## config.mk

```make
export PLATFORM = sky130hd
export DESIGN_NAME = systolic_feeder_flat
export DESIGN_NICKNAME = d
export VERILOG_FILES = /design/src/rtl/systolic_feeder_pkg.sv /design/src/rtl/systolic_feeder_if.sv /design/src/rtl/systolic_feeder_skew_line.sv /design/src/rtl/systolic_feeder.sv /design/src/flat_wrapper.sv
export SDC_FILE = /design/constraint.sdc
export NUM_CORES = 1
export LEC_CHECK = 0
export ABC_AREA = 1
export CORE_AREA = 3 3 197 199
export CTS_CLUSTER_DIAMETER = 200
export DETAILED_ROUTE_END_ITERATION = 7
export DIE_AREA = 0 0 200 202
export PLACE_DENSITY = 0.52
export REMOVE_ABC_BUFFERS = 1
export SETUP_SLACK_MARGIN = 0.1
export SYNTH_ARGS = -nofsm -noshare
export SYNTH_HDL_FRONTEND = slang
export SYNTH_SLANG_ARGS = --single-unit
export TNS_END_PERCENT = 20
```

## constraint.sdc

```tcl
create_clock -name clk -period 10.5 [get_ports clk]
set_clock_uncertainty 0.15 [all_clocks]
set_input_delay 1.05 -clock clk [delete_from_list [all_inputs] [get_ports clk]]
set_output_delay 1.05 -clock clk [all_outputs]
set_load 0.02 [all_outputs]
```

## src/rtl/systolic_feeder_pkg.sv

```systemverilog
// Shared types for the systolic array front-end feeder.
// Holds default dimensions, the sequencer state encoding and a lane slicer.
package systolic_pkg;

    localparam int DEF_N         = 4;
    localparam int DEF_BIT_WIDTH = 8;

    typedef enum logic [2:0] {
        IDLE,
        WT_FILL,
        WT_LOAD,
        STREAM,
        DRAIN
    } feeder_state_e;

    // Element idx of a lane-packed vector at the default dimensions.
    function automatic logic [DEF_BIT_WIDTH-1:0] lane_slice(
        input logic [DEF_N*DEF_BIT_WIDTH-1:0] vec,
        input int unsigned                    idx
    );
        return vec[idx*DEF_BIT_WIDTH +: DEF_BIT_WIDTH];
    endfunction

endpackage

```

## src/rtl/systolic_feeder_if.sv

```systemverilog
// Handshake and array-facing bundle of the systolic feeder.
// slave is the feeder side, master is the source/array side.
interface systolic_feeder_if #(
    parameter int N         = 4,
    parameter int BIT_WIDTH = 8
);
    logic                   wt_valid_i;
    logic                   wt_ready_o;
    logic [N*BIT_WIDTH-1:0] wt_row_i;
    logic                   act_valid_i;
    logic                   act_ready_o;
    logic [N*BIT_WIDTH-1:0] act_vec_i;
    logic                   act_last_i;
    logic [N*BIT_WIDTH-1:0] wt_col_o;
    logic                   wt_ctrl_o;
    logic [N*BIT_WIDTH-1:0] act_row_o;
    logic [N-1:0]           act_vld_o;
    logic                   busy_o;
    logic                   done_o;

    modport slave (
        input  wt_valid_i, wt_row_i,
        input  act_valid_i, act_vec_i, act_last_i,
        output wt_ready_o, act_ready_o,
        output wt_col_o, wt_ctrl_o,
        output act_row_o, act_vld_o,
        output busy_o, done_o
    );

    modport master (
        output wt_valid_i, wt_row_i,
        output act_valid_i, act_vec_i, act_last_i,
        input  wt_ready_o, act_ready_o,
        input  wt_col_o, wt_ctrl_o,
        input  act_row_o, act_vld_o,
        input  busy_o, done_o
    );

endinterface

```

## src/rtl/systolic_feeder_skew_line.sv

```systemverilog
// Fixed-depth register delay line carrying one lane's data and valid.
// Stage 0 captures the input; the last stage drives the output.
module skew_line #(
    parameter int DEPTH     = 1,
    parameter int BIT_WIDTH = 8
) (
    input  logic                 clk,
    input  logic                 rst,
    input  logic [BIT_WIDTH-1:0] d_i,
    input  logic                 v_i,
    output logic [BIT_WIDTH-1:0] d_o,
    output logic                 v_o
);

    logic [BIT_WIDTH-1:0] dat_q [DEPTH];
    logic [DEPTH-1:0]     vld_q;

    // Shift data and valid one stage per clock.
    always_ff @(posedge clk or posedge rst) begin
        if (rst) begin
            for (int i = 0; i < DEPTH; i++) begin
                dat_q[i] <= '0;
            end
            vld_q <= '0;
        end else begin
            dat_q[0] <= d_i;
            vld_q[0] <= v_i;
            for (int i = 1; i < DEPTH; i++) begin
                dat_q[i] <= dat_q[i-1];
                vld_q[i] <= vld_q[i-1];
            end
        end
    end

    assign d_o = dat_q[DEPTH-1];
    assign v_o = vld_q[DEPTH-1];

endmodule

```

## src/rtl/systolic_feeder.sv

```systemverilog
// Weight-tile loader and skewed activation streamer for an NxN array.
// Bottom weight row is shifted first; lane r is delayed r+1 cycles.
module systolic_feeder
    import systolic_pkg::*;
#(
    parameter int N         = DEF_N,
    parameter int BIT_WIDTH = DEF_BIT_WIDTH
) (
    input logic         clk,
    input logic         rst,
    systolic_feeder_if.slave bus
);

    localparam int            RW   = N * BIT_WIDTH;
    localparam int            CW   = $clog2(N + 1);
    localparam logic [CW-1:0] LAST = CW'(N - 1);

    feeder_state_e state_q;
    logic [CW-1:0] cnt_q;
    logic [RW-1:0] bank_q [N];
    logic [RW-1:0] col_q;
    logic          ctrl_q;
    logic          wt_rdy_q;
    logic          act_rdy_q;
    logic          busy_q;
    logic          done_q;

    logic          wt_acc;
    logic          act_acc;
    logic [RW-1:0] next_row;
    logic [RW-1:0] skew_d;
    logic [RW-1:0] row_w;
    logic [N-1:0]  vld_w;

    assign wt_acc  = bus.wt_valid_i & wt_rdy_q;
    assign act_acc = bus.act_valid_i & act_rdy_q;
    assign skew_d  = act_acc ? bus.act_vec_i : '0;

    // Bank row presented on the load cycle after the current one.
    always_comb begin
        next_row = '0;
        for (int i = 0; i < N; i++) begin
            if (CW'(i) == LAST - CW'(1) - cnt_q) begin
                next_row = bank_q[i];
            end
        end
    end

    // Sequencer: state, counters, weight bank and registered outputs.
    always_ff @(posedge clk or posedge rst) begin
        if (rst) begin
            state_q   <= IDLE;
            cnt_q     <= '0;
            col_q     <= '0;
            ctrl_q    <= 1'b0;
            wt_rdy_q  <= 1'b0;
            act_rdy_q <= 1'b0;
            busy_q    <= 1'b0;
            done_q    <= 1'b0;
            for (int i = 0; i < N; i++) begin
                bank_q[i] <= '0;
            end
        end else begin
            unique case (state_q)
                IDLE, WT_FILL: begin
                    wt_rdy_q <= 1'b1;
                    if (wt_acc) begin
                        for (int i = 0; i < N; i++) begin
                            if (CW'(i) == cnt_q) begin
                                bank_q[i] <= bus.wt_row_i;
                            end
                        end
                        busy_q <= 1'b1;
                        if (cnt_q == LAST) begin
                            state_q  <= WT_LOAD;
                            cnt_q    <= '0;
                            wt_rdy_q <= 1'b0;
                            ctrl_q   <= 1'b1;
                            col_q    <= bus.wt_row_i;
                        end else begin
                            state_q <= WT_FILL;
                            cnt_q   <= cnt_q + CW'(1);
                        end
                    end
                end
                WT_LOAD: begin
                    if (cnt_q == LAST) begin
                        state_q   <= STREAM;
                        cnt_q     <= '0;
                        ctrl_q    <= 1'b0;
                        col_q     <= '0;
                        act_rdy_q <= 1'b1;
                    end else begin
                        cnt_q <= cnt_q + CW'(1);
                        col_q <= next_row;
                    end
                end
                STREAM: begin
                    if (act_acc && bus.act_last_i) begin
                        state_q   <= DRAIN;
                        cnt_q     <= '0;
                        act_rdy_q <= 1'b0;
                        done_q    <= (LAST == '0);
                    end
                end
                DRAIN: begin
                    if (cnt_q == LAST) begin
                        state_q  <= IDLE;
                        cnt_q    <= '0;
                        done_q   <= 1'b0;
                        busy_q   <= 1'b0;
                        wt_rdy_q <= 1'b1;
                    end else begin
                        cnt_q  <= cnt_q + CW'(1);
                        done_q <= (cnt_q + CW'(1) == LAST);
                    end
                end
                default: begin
                    state_q <= IDLE;
                end
            endcase
        end
    end

    for (genvar r = 0; r < N; r++) begin : g_lane
        skew_line #(
            .DEPTH     (r + 1),
            .BIT_WIDTH (BIT_WIDTH)
        ) u_skew (
            .clk (clk),
            .rst (rst),
            .d_i (skew_d[r*BIT_WIDTH +: BIT_WIDTH]),
            .v_i (act_acc),
            .d_o (row_w[r*BIT_WIDTH +: BIT_WIDTH]),
            .v_o (vld_w[r])
        );
    end

    assign bus.wt_ready_o  = wt_rdy_q;
    assign bus.act_ready_o = act_rdy_q;
    assign bus.wt_col_o    = col_q;
    assign bus.wt_ctrl_o   = ctrl_q;
    assign bus.act_row_o   = row_w;
    assign bus.act_vld_o   = vld_w;
    assign bus.busy_o      = busy_q;
    assign bus.done_o      = done_q;

endmodule

```

## src/flat_wrapper.sv

```systemverilog
// flat-port wrapper written by rule: the top's interface ports become plain ports
module systolic_feeder_flat import systolic_pkg::*;
#(
    parameter int N         = DEF_N,
    parameter int BIT_WIDTH = DEF_BIT_WIDTH
)
  (clk, rst, bus_wt_valid_i, bus_wt_row_i, bus_act_valid_i, bus_act_vec_i, bus_act_last_i, bus_wt_ready_o, bus_act_ready_o, bus_wt_col_o, bus_wt_ctrl_o, bus_act_row_o, bus_act_vld_o, bus_busy_o, bus_done_o);
  systolic_feeder_if #(.N(N), .BIT_WIDTH(BIT_WIDTH)) bus_i ();
  input logic clk;
  input logic rst;
  input wire logic [$bits(bus_i.wt_valid_i)-1:0] bus_wt_valid_i;
  input wire logic [$bits(bus_i.wt_row_i)-1:0] bus_wt_row_i;
  input wire logic [$bits(bus_i.act_valid_i)-1:0] bus_act_valid_i;
  input wire logic [$bits(bus_i.act_vec_i)-1:0] bus_act_vec_i;
  input wire logic [$bits(bus_i.act_last_i)-1:0] bus_act_last_i;
  output wire logic [$bits(bus_i.wt_ready_o)-1:0] bus_wt_ready_o;
  output wire logic [$bits(bus_i.act_ready_o)-1:0] bus_act_ready_o;
  output wire logic [$bits(bus_i.wt_col_o)-1:0] bus_wt_col_o;
  output wire logic [$bits(bus_i.wt_ctrl_o)-1:0] bus_wt_ctrl_o;
  output wire logic [$bits(bus_i.act_row_o)-1:0] bus_act_row_o;
  output wire logic [$bits(bus_i.act_vld_o)-1:0] bus_act_vld_o;
  output wire logic [$bits(bus_i.busy_o)-1:0] bus_busy_o;
  output wire logic [$bits(bus_i.done_o)-1:0] bus_done_o;
  assign bus_i.wt_valid_i = bus_wt_valid_i;
  assign bus_i.wt_row_i = bus_wt_row_i;
  assign bus_i.act_valid_i = bus_act_valid_i;
  assign bus_i.act_vec_i = bus_act_vec_i;
  assign bus_i.act_last_i = bus_act_last_i;
  assign bus_wt_ready_o = bus_i.wt_ready_o;
  assign bus_act_ready_o = bus_i.act_ready_o;
  assign bus_wt_col_o = bus_i.wt_col_o;
  assign bus_wt_ctrl_o = bus_i.wt_ctrl_o;
  assign bus_act_row_o = bus_i.act_row_o;
  assign bus_act_vld_o = bus_i.act_vld_o;
  assign bus_busy_o = bus_i.busy_o;
  assign bus_done_o = bus_i.done_o;
  systolic_feeder #(.N(N), .BIT_WIDTH(BIT_WIDTH)) u_core (.clk(clk), .rst(rst), .bus(bus_i));
endmodule
```

==> reports/results.ini, run 1 <==
[run_status]
outcome = complete, no violations

[worst_setup_path]
r2r_slack_ns = 6.91
critPathMaxFanout = 33
max_stage_delay_ns = 0.81
slowest_stage = clkinv_2
critPathRequiredTime_ns = 10.79
worst-setup-path-type = reg -> reg
cpLargestDelayFamily = simple AND/OR/NAND/NOR gates
crit_arrival_ns = 3.87
critPathLaunchType = register
worst-r2r-cell-count = 8
end_kind = register
startpoint = u_core.state_q[1]$_DFFE_PP0P_
crit_cells = 8
reg2reg_to = u_core.bus.wt_col_o[4]$_DFFE_PP0P_
timing.critical_path.buf_inv = 2
worstSetupEndpoint = u_core.bus.wt_col_o[4]$_DFFE_PP0P_
r2r_start = u_core.state_q[1]$_DFFE_PP0P_
worst_path_most_repeated_cell = nand2_2
cp_cell_sequence = inv_1 > nor2_2 > nand2_2 > nand2_1 > nand2_2 > clkinv_2 > nor2_1 > a21oi_1

[grt]
grt_pass1_vias = 8368
antenna_found_initial = 2
grt_overflow = 0
grt_max_degree = 118
grt_usage = 0.142
grt_pass1_wl_um = 46000

[floorplanning]
ios = 142
fp.dieW_um = 200
die_y_um = 202
core_um2 = 37400
num_rows = 71
start_util = 0.298
fp.dieArea_um2 = 40400

[synthesis]
synth_top_cell_area_share = 0.572
synth_warnings = 0
synth_area_leader_cell = dfrtp_1
synth_area_leaders = dfrtp_1 57%, nand2_1 9.8%, inv_1 6.8%
ys_ff_latch = 255
synth_cell_types = 24
synth_edf_count = 0
avgSynthCellArea_um2 = 8.37
synth-main-ff-cell = dfrtp_1
ys_top_cells_by_count = 290 x nand2_1, 255 x dfrtp_1, 203 x inv_1
synth.most_common_cell = nand2_1
async_flop_share = 1.00
syn_area_um2 = 11200
synth_cells = 1333
yosysSeqAreaShare = 0.572

[place]
place.gp.congestion = 0.738
dp.cells = 1894
hpwl_um = 16200
portBuffers = 141
dp_slack_ns = 6.53

[clocking]
cts_hold_buffers = 0
worstSkewPairLatency_ns = 0.56
numCtsBuffers = 29
clkTransAtPathRegs_ns = 0.06
clock-root-buffer = clkbuf_16
h-tree-depth = 1
cts.sinks = 255
cts_setup_buffers = 0
post_cts_resized = 0
cts_tree = done
cts_max_path_buffers = 3

[route]
route.vias.total = 8567
vias_per_cell = 4.40
firstDrtPassIters = 5
detail-route-antenna-nets = 0
drtIter0Drc = 505
wl_um = 28300
drc = 0
wire_per_inst_um = 14.5

[final_layout]
final_util = 0.367
multiInputGateArea_um2 = 3470
final-seq-area_um2 = 6380
fillerInstances = 3884
drive_above_1_share = 0.0530
nets = 1491
stdcell_count = 1947
area_growth_pct = 22.9

[job]
drv_cap = 0

[min_path]
min_path_cells = 0
hold_class = reg -> reg

[timing]
hold_ws_ns = 0.192
rsz0062_at_grt = no
setup_viol = 0
hold_violations = 0
tns_ns = 0
max_slew_margin = 0.335
worst_slew_pin_slew_ns = 0.998
period_needed_ns = 3.59
fmax_ghz = 0.279
finalWorstSetupSlack_ns = 6.91
period_share = 0.342
finalMaxSlewViolations = 0

[power_and_ir_drop]
powerDensity_nw_per_um2 = 284
p_leak_uw = 0.00695
peakVddDrop_mv = 0.119

==> per-stage QoR <==
stage | total power (uW) | cell area (um2)
2_1_floorplan | 2360 | 10600
3_3_place_gp | 2870 | 12700
3_5_place_dp | 2900 | 12700
4_1_cts | 3960 | 13700
5_1_grt | 4210 | 13700
6_report | 3890 | 13700
==> placed cells by master (no fill, tap or decap) <==
cell	netlist	routed
inv_6	0	1
o21a_1	1	1
nand4_1	3	3
o21ai_1	40	40
inv_8	0	1
nand2_2	4	8
nor2_8	2	2
inv_1	203	202
bufinv_16	0	3
clkbuf_8	0	6
nand2_1	290	286
o211ai_1	1	1
clkdlybuf4s50_1	0	141
clkbuf_16	0	29
o21ai_0	126	126
nand3_1	100	99
nand3_2	0	1
diode_2	0	1
clkbuf_1	36	5
nor2_4	1	1
clkinv_2	1	7
nor2_1	163	163
ha_1	8	5
a21oi_1	32	32
clkinv_4	0	2
nand3_4	2	2
buf_4	31	7
ha_2	0	3
inv_2	2	2
nor2_2	1	1
dfrtp_1	255	255
==> routing by layer <==
metal	up-vias	wire length, um	global-route usage
met5	-	34	0
met4	4	604	0.0319
met3	42	2450	0.0520
met2	211	12400	0.218
met1	4097	12800	0.192
li1	4213	-	-
==> cell type report <==
class,count,share of cell area
clock buffers,40,0.0603
flip-flops and latches,255,0.465
diodes,1,0.000183
well taps,511,0.0466
clock inverters,12,0.0107
repair buffers,148,0.107
inverters,206,0.0570
multi-input cells,774,0.253
==> registers in the layout (all words and copies together), names as in the netlist <==
register / cells
u_core.bus.wt_col_o: 32
u_core.bus.done_o: 1
u_core.cnt_q: 3
u_core.bus.wt_ctrl_o: 1
u_core.state_q: 3
u_core.g_lane.u_skew.d_o: 32
u_core.bus.busy_o: 1
u_core.bank_q: 128
u_core.bus.act_ready_o: 1
u_core.g_lane.u_skew.vld_q: 4
u_core.g_lane.u_skew.dat_q: 48
u_core.bus.wt_ready_o: 1
==> cells by family after synthesis <==
kind of cell / after synthesis / synth area share
DFF: 255 / 0.572
and+or+nand+nor: 566 / 0.209
adders and majority gates: 8 / 0.00897
AOI/OAI and AO/OA: 200 / 0.0902
buffers and inverters: 304 / 0.120
==> power by group <==
part	internal, uW	switching (uW)	leakage (uW)
combinational	501	868	0.00323
sequential	1330	160	0.00323
clock	622	410	0.000485
==> worst min-delay path by stage <==
stage	startpoint	to	slack, ns
after floorplan	u_core.g_lane[1].u_skew.dat_q[8]$_DFF_PP0_	u_core.g_lane[1].u_skew.d_o[0]$_DFF_PP0_	0.18
after global placement	u_core.g_lane[3].u_skew.dat_q[21]$_DFF_PP0_	u_core.g_lane[3].u_skew.dat_q[13]$_DFF_PP0_	0.18
after detailed placement	u_core.g_lane[2].u_skew.dat_q[16]$_DFF_PP0_	u_core.g_lane[2].u_skew.dat_q[8]$_DFF_PP0_	0.18
after CTS	u_core.g_lane[3].u_skew.dat_q[8]$_DFF_PP0_	u_core.g_lane[3].u_skew.d_o[0]$_DFF_PP0_	0.19
after global routing	u_core.g_lane[3].u_skew.dat_q[27]$_DFF_PP0_	u_core.g_lane[3].u_skew.dat_q[19]$_DFF_PP0_	0.20
final	u_core.g_lane[3].u_skew.dat_q[8]$_DFF_PP0_	u_core.g_lane[3].u_skew.d_o[0]$_DFF_PP0_	0.19
No activity file was read; power rests on OpenSTA's default activity.
==> inputs of run 2 (changes only) <==
==> constraint.sdc (replaced) <==
create_clock -name clk -period 3.6 [get_ports clk]
set_clock_uncertainty 0.15 [all_clocks]
set_input_delay 0.36 -clock clk [delete_from_list [all_inputs] [get_ports clk]]
set_output_delay 0.36 -clock clk [all_outputs]
set_load 0.02 [all_outputs]
==> run 2 against run 1 <==
  * Hold slack lost 0.017 ns
  * Register-to-register slack worse by 6.2 ns
  * First-iteration DRC count fell by 21%
  * Fmax grew 25%
  * Via count fell by 0.64%
  * Sequential cell count did not move
  * Largest cell class unchanged
  * Largest power group unchanged
==> reports/results.ini, run 2 (synthesized netlist as in run 1, its figures left out) <==
[route]
drc = 0  ; unchanged
wl_um = 28300  ; -0.14%
vias_per_cell = 4.36  ; -0.90%
firstDrtPassIters = 5  ; unchanged
detail-route-antenna-nets = 0  ; unchanged
wire_per_inst_um = 14.5  ; -0.40%
drtIter0Drc = 399  ; -21%
route.vias.total = 8512  ; -0.64%

[place]
place.gp.congestion = 0.738  ; about the same
portBuffers = 141  ; unchanged
dp_slack_ns = 0.714  ; -5.82 ns
dp.cells = 1901  ; +0.37%
hpwl_um = 16800  ; +3.6%

[power_and_ir_drop]
p_leak_uw = 0.00697  ; +0.34%
power.clock.fraction = 0.258  ; -0.007
internal_power_uw = 7090  ; +190%
peakVddDrop_mv = 0.384  ; +220%
netSwitchingPower_uw = 4190  ; +190%
seqPwrFrac = 0.386  ; +0.003
powerDensity_nw_per_um2 = 819  ; +190%
switching_share = 0.371  ; +0.00206
p_comb_frac = 0.356  ; +0.004

[grt]
grt_pass1_wl_um = 46600  ; +1.2%
grt_overflow = 0  ; unchanged
grt_pass1_vias = 8718  ; +4.2%
antenna_found_initial = 1  ; -1
grt_usage = 0.142  ; about the same
grt_max_degree = 93  ; -21%

[min_path]
hold_start = bus_act_vec_i[14]
hold_class = in -> reg

[timing]
finalMaxSlewViolations = 0  ; unchanged
worst_slew_pin_slew_ns = 0.967  ; -0.0316 ns
fmax_ghz = 0.348  ; +25%
period_share = 0.797  ; +0.456
finalWorstSetupSlack_ns = 0.730  ; -6.18 ns
hold_violations = 0  ; unchanged
rsz0062_at_grt = no
max_slew_margin = 0.353  ; +0.0188
period_needed_ns = 2.87  ; -0.716 ns
setup_viol = 0  ; unchanged

[clocking]
h-tree-depth = 1  ; unchanged
numCtsBuffers = 29  ; unchanged
cts_max_path_buffers = 3  ; unchanged
cts_tree = done
cts_setup_buffers = 0  ; unchanged
worstSkewPairLatency_ns = 0.55  ; about the same
cts.sinks = 255  ; unchanged
clkTransAtPathRegs_ns = 0.06  ; about the same
clock-root-buffer = clkbuf_16
post_cts_resized = 0  ; unchanged
cts_hold_buffers = 0  ; unchanged

[job]
drv_cap = 0  ; unchanged

[floorplanning]
fp.dieArea_um2 = 40400  ; unchanged
start_util = 0.298  ; unchanged
num_rows = 71  ; unchanged
die_y_um = 202  ; unchanged
fp.dieW_um = 200  ; unchanged
ios = 142  ; unchanged
core_um2 = 37400  ; unchanged

[run_status]
outcome = complete, no violations

[worst_setup_path]
critPathLaunchType = register
r2r_slack_ns = 0.73  ; -6.18 ns
cp_cell_sequence = ha_1 > inv_1 > ha_2 > nand2_2 > buf_4 > nor2_1 > nor2_1 > nand2_1 > a21oi_1
critPathRequiredTime_ns = 3.87  ; -6.92 ns
startpoint = u_core.cnt_q[1]$_DFFE_PP0P_
worst_path_most_repeated_cell = nor2_1
r2r_start = u_core.cnt_q[1]$_DFFE_PP0P_
max_stage_delay_ns = 0.63  ; -0.18 ns
slowest_stage = ha_2
worst-setup-path-type = reg -> reg
end_kind = register
crit_arrival_ns = 3.14  ; -0.73 ns
critPathMaxFanout = 46  ; +39%

[final_layout]
area_growth_pct = 23.3
n_antenna_cell = 0  ; -1
layout_commonest_cell = nand2_1
drive_above_1_share = 0.0569  ; +0.00394
nets = 1498  ; +0.47%
top_regs = u_core.bank_q (128), u_core.g_lane.u_skew.dat_q (48)
regMostFlops = u_core.bank_q
largest_reg_flops = 128  ; unchanged
most-common-layout-cells = 286 x nand2_1, 255 x dfrtp_1, 202 x inv_1
stdcell_count = 1952  ; +0.26%

-- run 2: power groups by stage --
stage | Clock [uW] | Sequential, uW | Combinational [uW]
after floorplan | 0 | 4620 | 2280
after global placement | 0 | 4380 | 4030
after detailed placement | 0 | 4400 | 4070
after CTS | 3000 | 4370 | 4090
after global routing | 3110 | 4480 | 4630
final | 2910 | 4360 | 4010
-- run 2: per-stage QoR --
stage | setup TNS [ns] | area (um2) | util | total power (uW) | hold slack, ns
after global placement | 0 | 12800 | 0.343 | 8410 | 0.181
after global routing | 0 | 13800 | 0.368 | 12200 | 0.154
after floorplan | -1006.11 | 10600 | - | 6890 | 0.181
after detailed placement | 0 | 12800 | 0.343 | 8470 | 0.185
final | 0 | 13800 | 0.368 | 11300 | 0.175
after CTS | 0 | 13800 | 0.368 | 11500 | 0.143
-- run 2: worst paths after layout --
path                                                                     to  depth (start not counted)
worst min register to register  u_core.g_lane[2].u_skew.dat_q[12]$_DFF_PP0_                          0
worst max-delay path                    u_core.bus.wt_col_o[10]$_DFFE_PP0P_                          9
min in group asynchronous        u_core.g_lane[2].u_skew.vld_q[1]$_DFF_PP0_                          2
worst min-delay path            u_core.g_lane[1].u_skew.dat_q[14]$_DFF_PP0_                          3
worst max register to register          u_core.bus.wt_col_o[10]$_DFFE_PP0P_                          9
max in group asynchronous                     u_core.bank_q[79]$_DFFE_PP0P_                          3
-- run 2: worst max-delay path: cells and delay by family (launching register included) --
kind,cells,cell delay [ns]
buf+inv,2,0.47
flops,1,0.46
fa+ha+maj,2,0.85
simple gates,4,0.72
compound gates,1,0.06
-- run 2: cell type report --
| cell class | count | area [um2] |
|---|---|---|
| Clock buffer | 42 | 855 |
| Clock inverter | 9 | 86.3 |
| Fill cell | 3861 | 23600 |
| Inverter | 206 | 782 |
| Multi-Input combinational cell | 774 | 3470 |
| Sequential cell | 255 | 6380 |
| Tap cell | 511 | 639 |
| Timing Repair Buffer | 155 | 1550 |
-- run 2: per-layer routing --
layer / global-route usage / part of all wire / vias up
met5: 0 / 0.00025 / -
met1: 0.189 / 0.45 / 4050
li1: - / - / 4233
met4: 0.0292 / 0.020 / 2
met3: 0.0465 / 0.078 / 43
met2: 0.228 / 0.45 / 184
==> inputs of run 3 (changes only) <==
==> constraint.sdc (replaced) <==
create_clock -name clk -period 2.8 [get_ports clk]
set_clock_uncertainty 0.15 [all_clocks]
set_input_delay 0.28 -clock clk [delete_from_list [all_inputs] [get_ports clk]]
set_output_delay 0.28 -clock clk [all_outputs]
set_load 0.02 [all_outputs]
==> run 3 against run 2 <==
  * Total power increased by 31%
  * Sequential cell count unchanged
  * Sequential power increased by 29%
  * Core utilization increased by 0.51 points
  * Non-clock buffer count increased by 12
  * Clock-buffer cell count increased by 1
  * Via count increased by 0.85%
  * Combinational power increased by 32%
  * Wire length decreased by 0.13%
  * Cell area increased by 1.4%
  * Highest routed layer unchanged
==> reports/results.ini, run 3 (synthesized netlist as in run 1, its figures left out) <==
[run_status]
outcome = complete, no violations

[clocking]
cts_setup_buffers = 0  ; unchanged
numCtsBuffers = 30  ; +3.4%
worstSkewPairLatency_ns = 0.55  ; about the same
h-tree-depth = 1  ; unchanged
cts_hold_buffers = 0  ; unchanged
cts_tree = done
cts.sinks = 255  ; unchanged
clkTransAtPathRegs_ns = 0.06  ; about the same
cts_max_path_buffers = 3  ; unchanged
post_cts_resized = 0  ; unchanged
clock-root-buffer = clkbuf_16

[power_and_ir_drop]
p_leak_uw = 0.00707  ; +1.4%
p_total_uw = 14700  ; +31%
peakVddDrop_mv = 0.577  ; +50%
powerDensity_nw_per_um2 = 1060  ; +29%

[final_layout]
top_regs = u_core.bank_q (128), u_core.g_lane.u_skew.dat_q (48)
layout_commonest_cell = nand2_1
regMostFlops = u_core.bank_q
final-seq-area_um2 = 6380  ; unchanged
n_antenna_cell = 0  ; unchanged
final_util = 0.373  ; +0.00512
most-common-layout-cells = 286 x nand2_1, 255 x dfrtp_1, 202 x inv_1
multiInputGateArea_um2 = 3470  ; unchanged
fillerInstances = 3799  ; -1.6%
nets = 1511  ; +0.87%
drive_above_1_share = 0.0646  ; +0.00770
largest_reg_flops = 128  ; unchanged
area_growth_pct = 25.1

[route]
wl_um = 28200  ; -0.13%
detail-route-antenna-nets = 0  ; unchanged
vias_per_cell = 4.37  ; +0.13%
wire_per_inst_um = 14.4  ; -0.85%
drtIter0Drc = 519  ; +30%
firstDrtPassIters = 5  ; unchanged
route.vias.total = 8584  ; +0.85%
drc = 0  ; unchanged

[floorplanning]
core_um2 = 37400  ; unchanged
fp.dieW_um = 200  ; unchanged
die_y_um = 202  ; unchanged
fp.dieArea_um2 = 40400  ; unchanged
num_rows = 71  ; unchanged
start_util = 0.298  ; unchanged
ios = 142  ; unchanged

[timing]
finalWorstSetupSlack_ns = 0.414  ; -0.316 ns
setup_viol = 0  ; unchanged
period_share = 0.852  ; +0.0549
finalMaxSlewViolations = 0  ; unchanged
worst_slew_pin_slew_ns = 0.680  ; -0.286 ns
fmax_ghz = 0.419  ; +20%
hold_violations = 0  ; unchanged
period_needed_ns = 2.39  ; -0.484 ns
max_slew_margin = 0.547  ; +0.193
rsz0062_at_grt = no

[place]
portBuffers = 141  ; unchanged
hpwl_um = 17600  ; +5.1%
dp_slack_ns = 0.436  ; -0.278 ns
place.gp.congestion = 0.732  ; -0.88%

[worst_setup_path]
cpLargestDelayFamily = adder cells
cp_cell_sequence = ha_1 > inv_1 > ha_2 > nand2_2 > buf_4 > o21ai_0 > inv_1 > nand2_1 > nand2_1 > a21oi_1
crit_arrival_ns = 2.68  ; -0.46 ns
critPathRequiredTime_ns = 3.09  ; -0.78 ns
worst-setup-path-type = reg -> reg
timing.critical_path.buf_inv = 3  ; +1
slowest_stage = dfrtp_1
max_stage_delay_ns = 0.44  ; -0.19 ns
end_kind = register
critPathLaunchType = register
critPathMaxFanout = 46  ; unchanged

[min_path]
hold_class = in -> async

[grt]
antenna_found_initial = 2  ; +1
grt_overflow = 0  ; unchanged
grt_pass1_wl_um = 46100  ; -1.1%
grt_pass1_vias = 8549  ; -1.9%
grt_max_degree = 74  ; -20%
grt_usage = 0.141  ; -0.00133

[job]
drv_cap = 0  ; unchanged

==> run 3: cell types whose count changed in the layout (fill, tap and decap cells not counted), moves of 2 or more <==
cell,change
buf_12,+5
buf_4,+7
clkbuf_16,+2
clkbuf_8,-3
inv_6,-3
clkinv_2,+2
clkbuf_1,+2
==> run 3: path summary, 6_finish.rpt <==
path	start	end	slack, ns	depth (start not counted)
max	u_core.cnt_q[0]$_DFFE_PP0P_	u_core.bus.wt_col_o[15]$_DFFE_PP0P_	0.41	10
min	rst	u_core.g_lane[1].u_skew.dat_q[10]$_DFF_PP0_	0.05	2
max reg2reg	u_core.cnt_q[0]$_DFFE_PP0P_	u_core.bus.wt_col_o[15]$_DFFE_PP0P_	0.41	10
min reg2reg	u_core.g_lane[1].u_skew.dat_q[11]$_DFF_PP0_	u_core.g_lane[1].u_skew.d_o[3]$_DFF_PP0_	0.19	0
max in group asynchronous	rst	u_core.bank_q[106]$_DFFE_PP0P_	1.60	3
min in group clk	bus_act_vec_i[5]	u_core.g_lane[0].u_skew.d_o[5]$_DFF_PP0_	0.09	3
==> run 3: power breakdown <==
part	leakage (uW)	total, uW	internal [uW]	switching [uW]
clock	0.000478	3860	2330	1530
sequential	0.00323	5610	4990	613
combinational	0.00336	5280	2020	3250
total	0.00707	14700	9340	5400
==> run 3: through the flow <==
step / instance area (um2) / TNS (ns) / cells / hold WS [ns]
global route: 14000 / 0 / 1966 / 0.0729
global placement: 13000 / 0 / 1913 / 0.181
finish: 14000 / 0 / 1966 / 0.0475
CTS: 14000 / 0 / 1966 / 0.0553
detailed placement: 13000 / 0 / 1913 / 0.185
floorplan: 10600 / -1215.31 / 1235 / 0.181
==> run 3: metal layers <==
metal | track usage | vias to the layer above | wire (um)
li1 | - | 4258 | -
met1 | 0.196 | 4036 | 13000
met2 | 0.216 | 239 | 12300
met3 | 0.0470 | 47 | 2330
met4 | 0.0277 | 4 | 480
met5 | 0 | - | 40
==> run 3: area by class of cell <==
class	instances	share of cell area
inverter	206	0.0560
multi-input combinational	774	0.248
clock inverter	10	0.00780
clock buffer	43	0.0624
timing repair buffer	167	0.122
sequential	255	0.457
tap	511	0.0458
==> run 3: worst register-to-register path, delay by kind of cell, from the launching register on <==
family / cells / cell delay, ns
AOI/OAI and AO/OA: 2 / 0.29
and+or+nand+nor: 3 / 0.21
buffers and inverters: 3 / 0.58
adders and majority gates: 2 / 0.60
DFF: 1 / 0.44
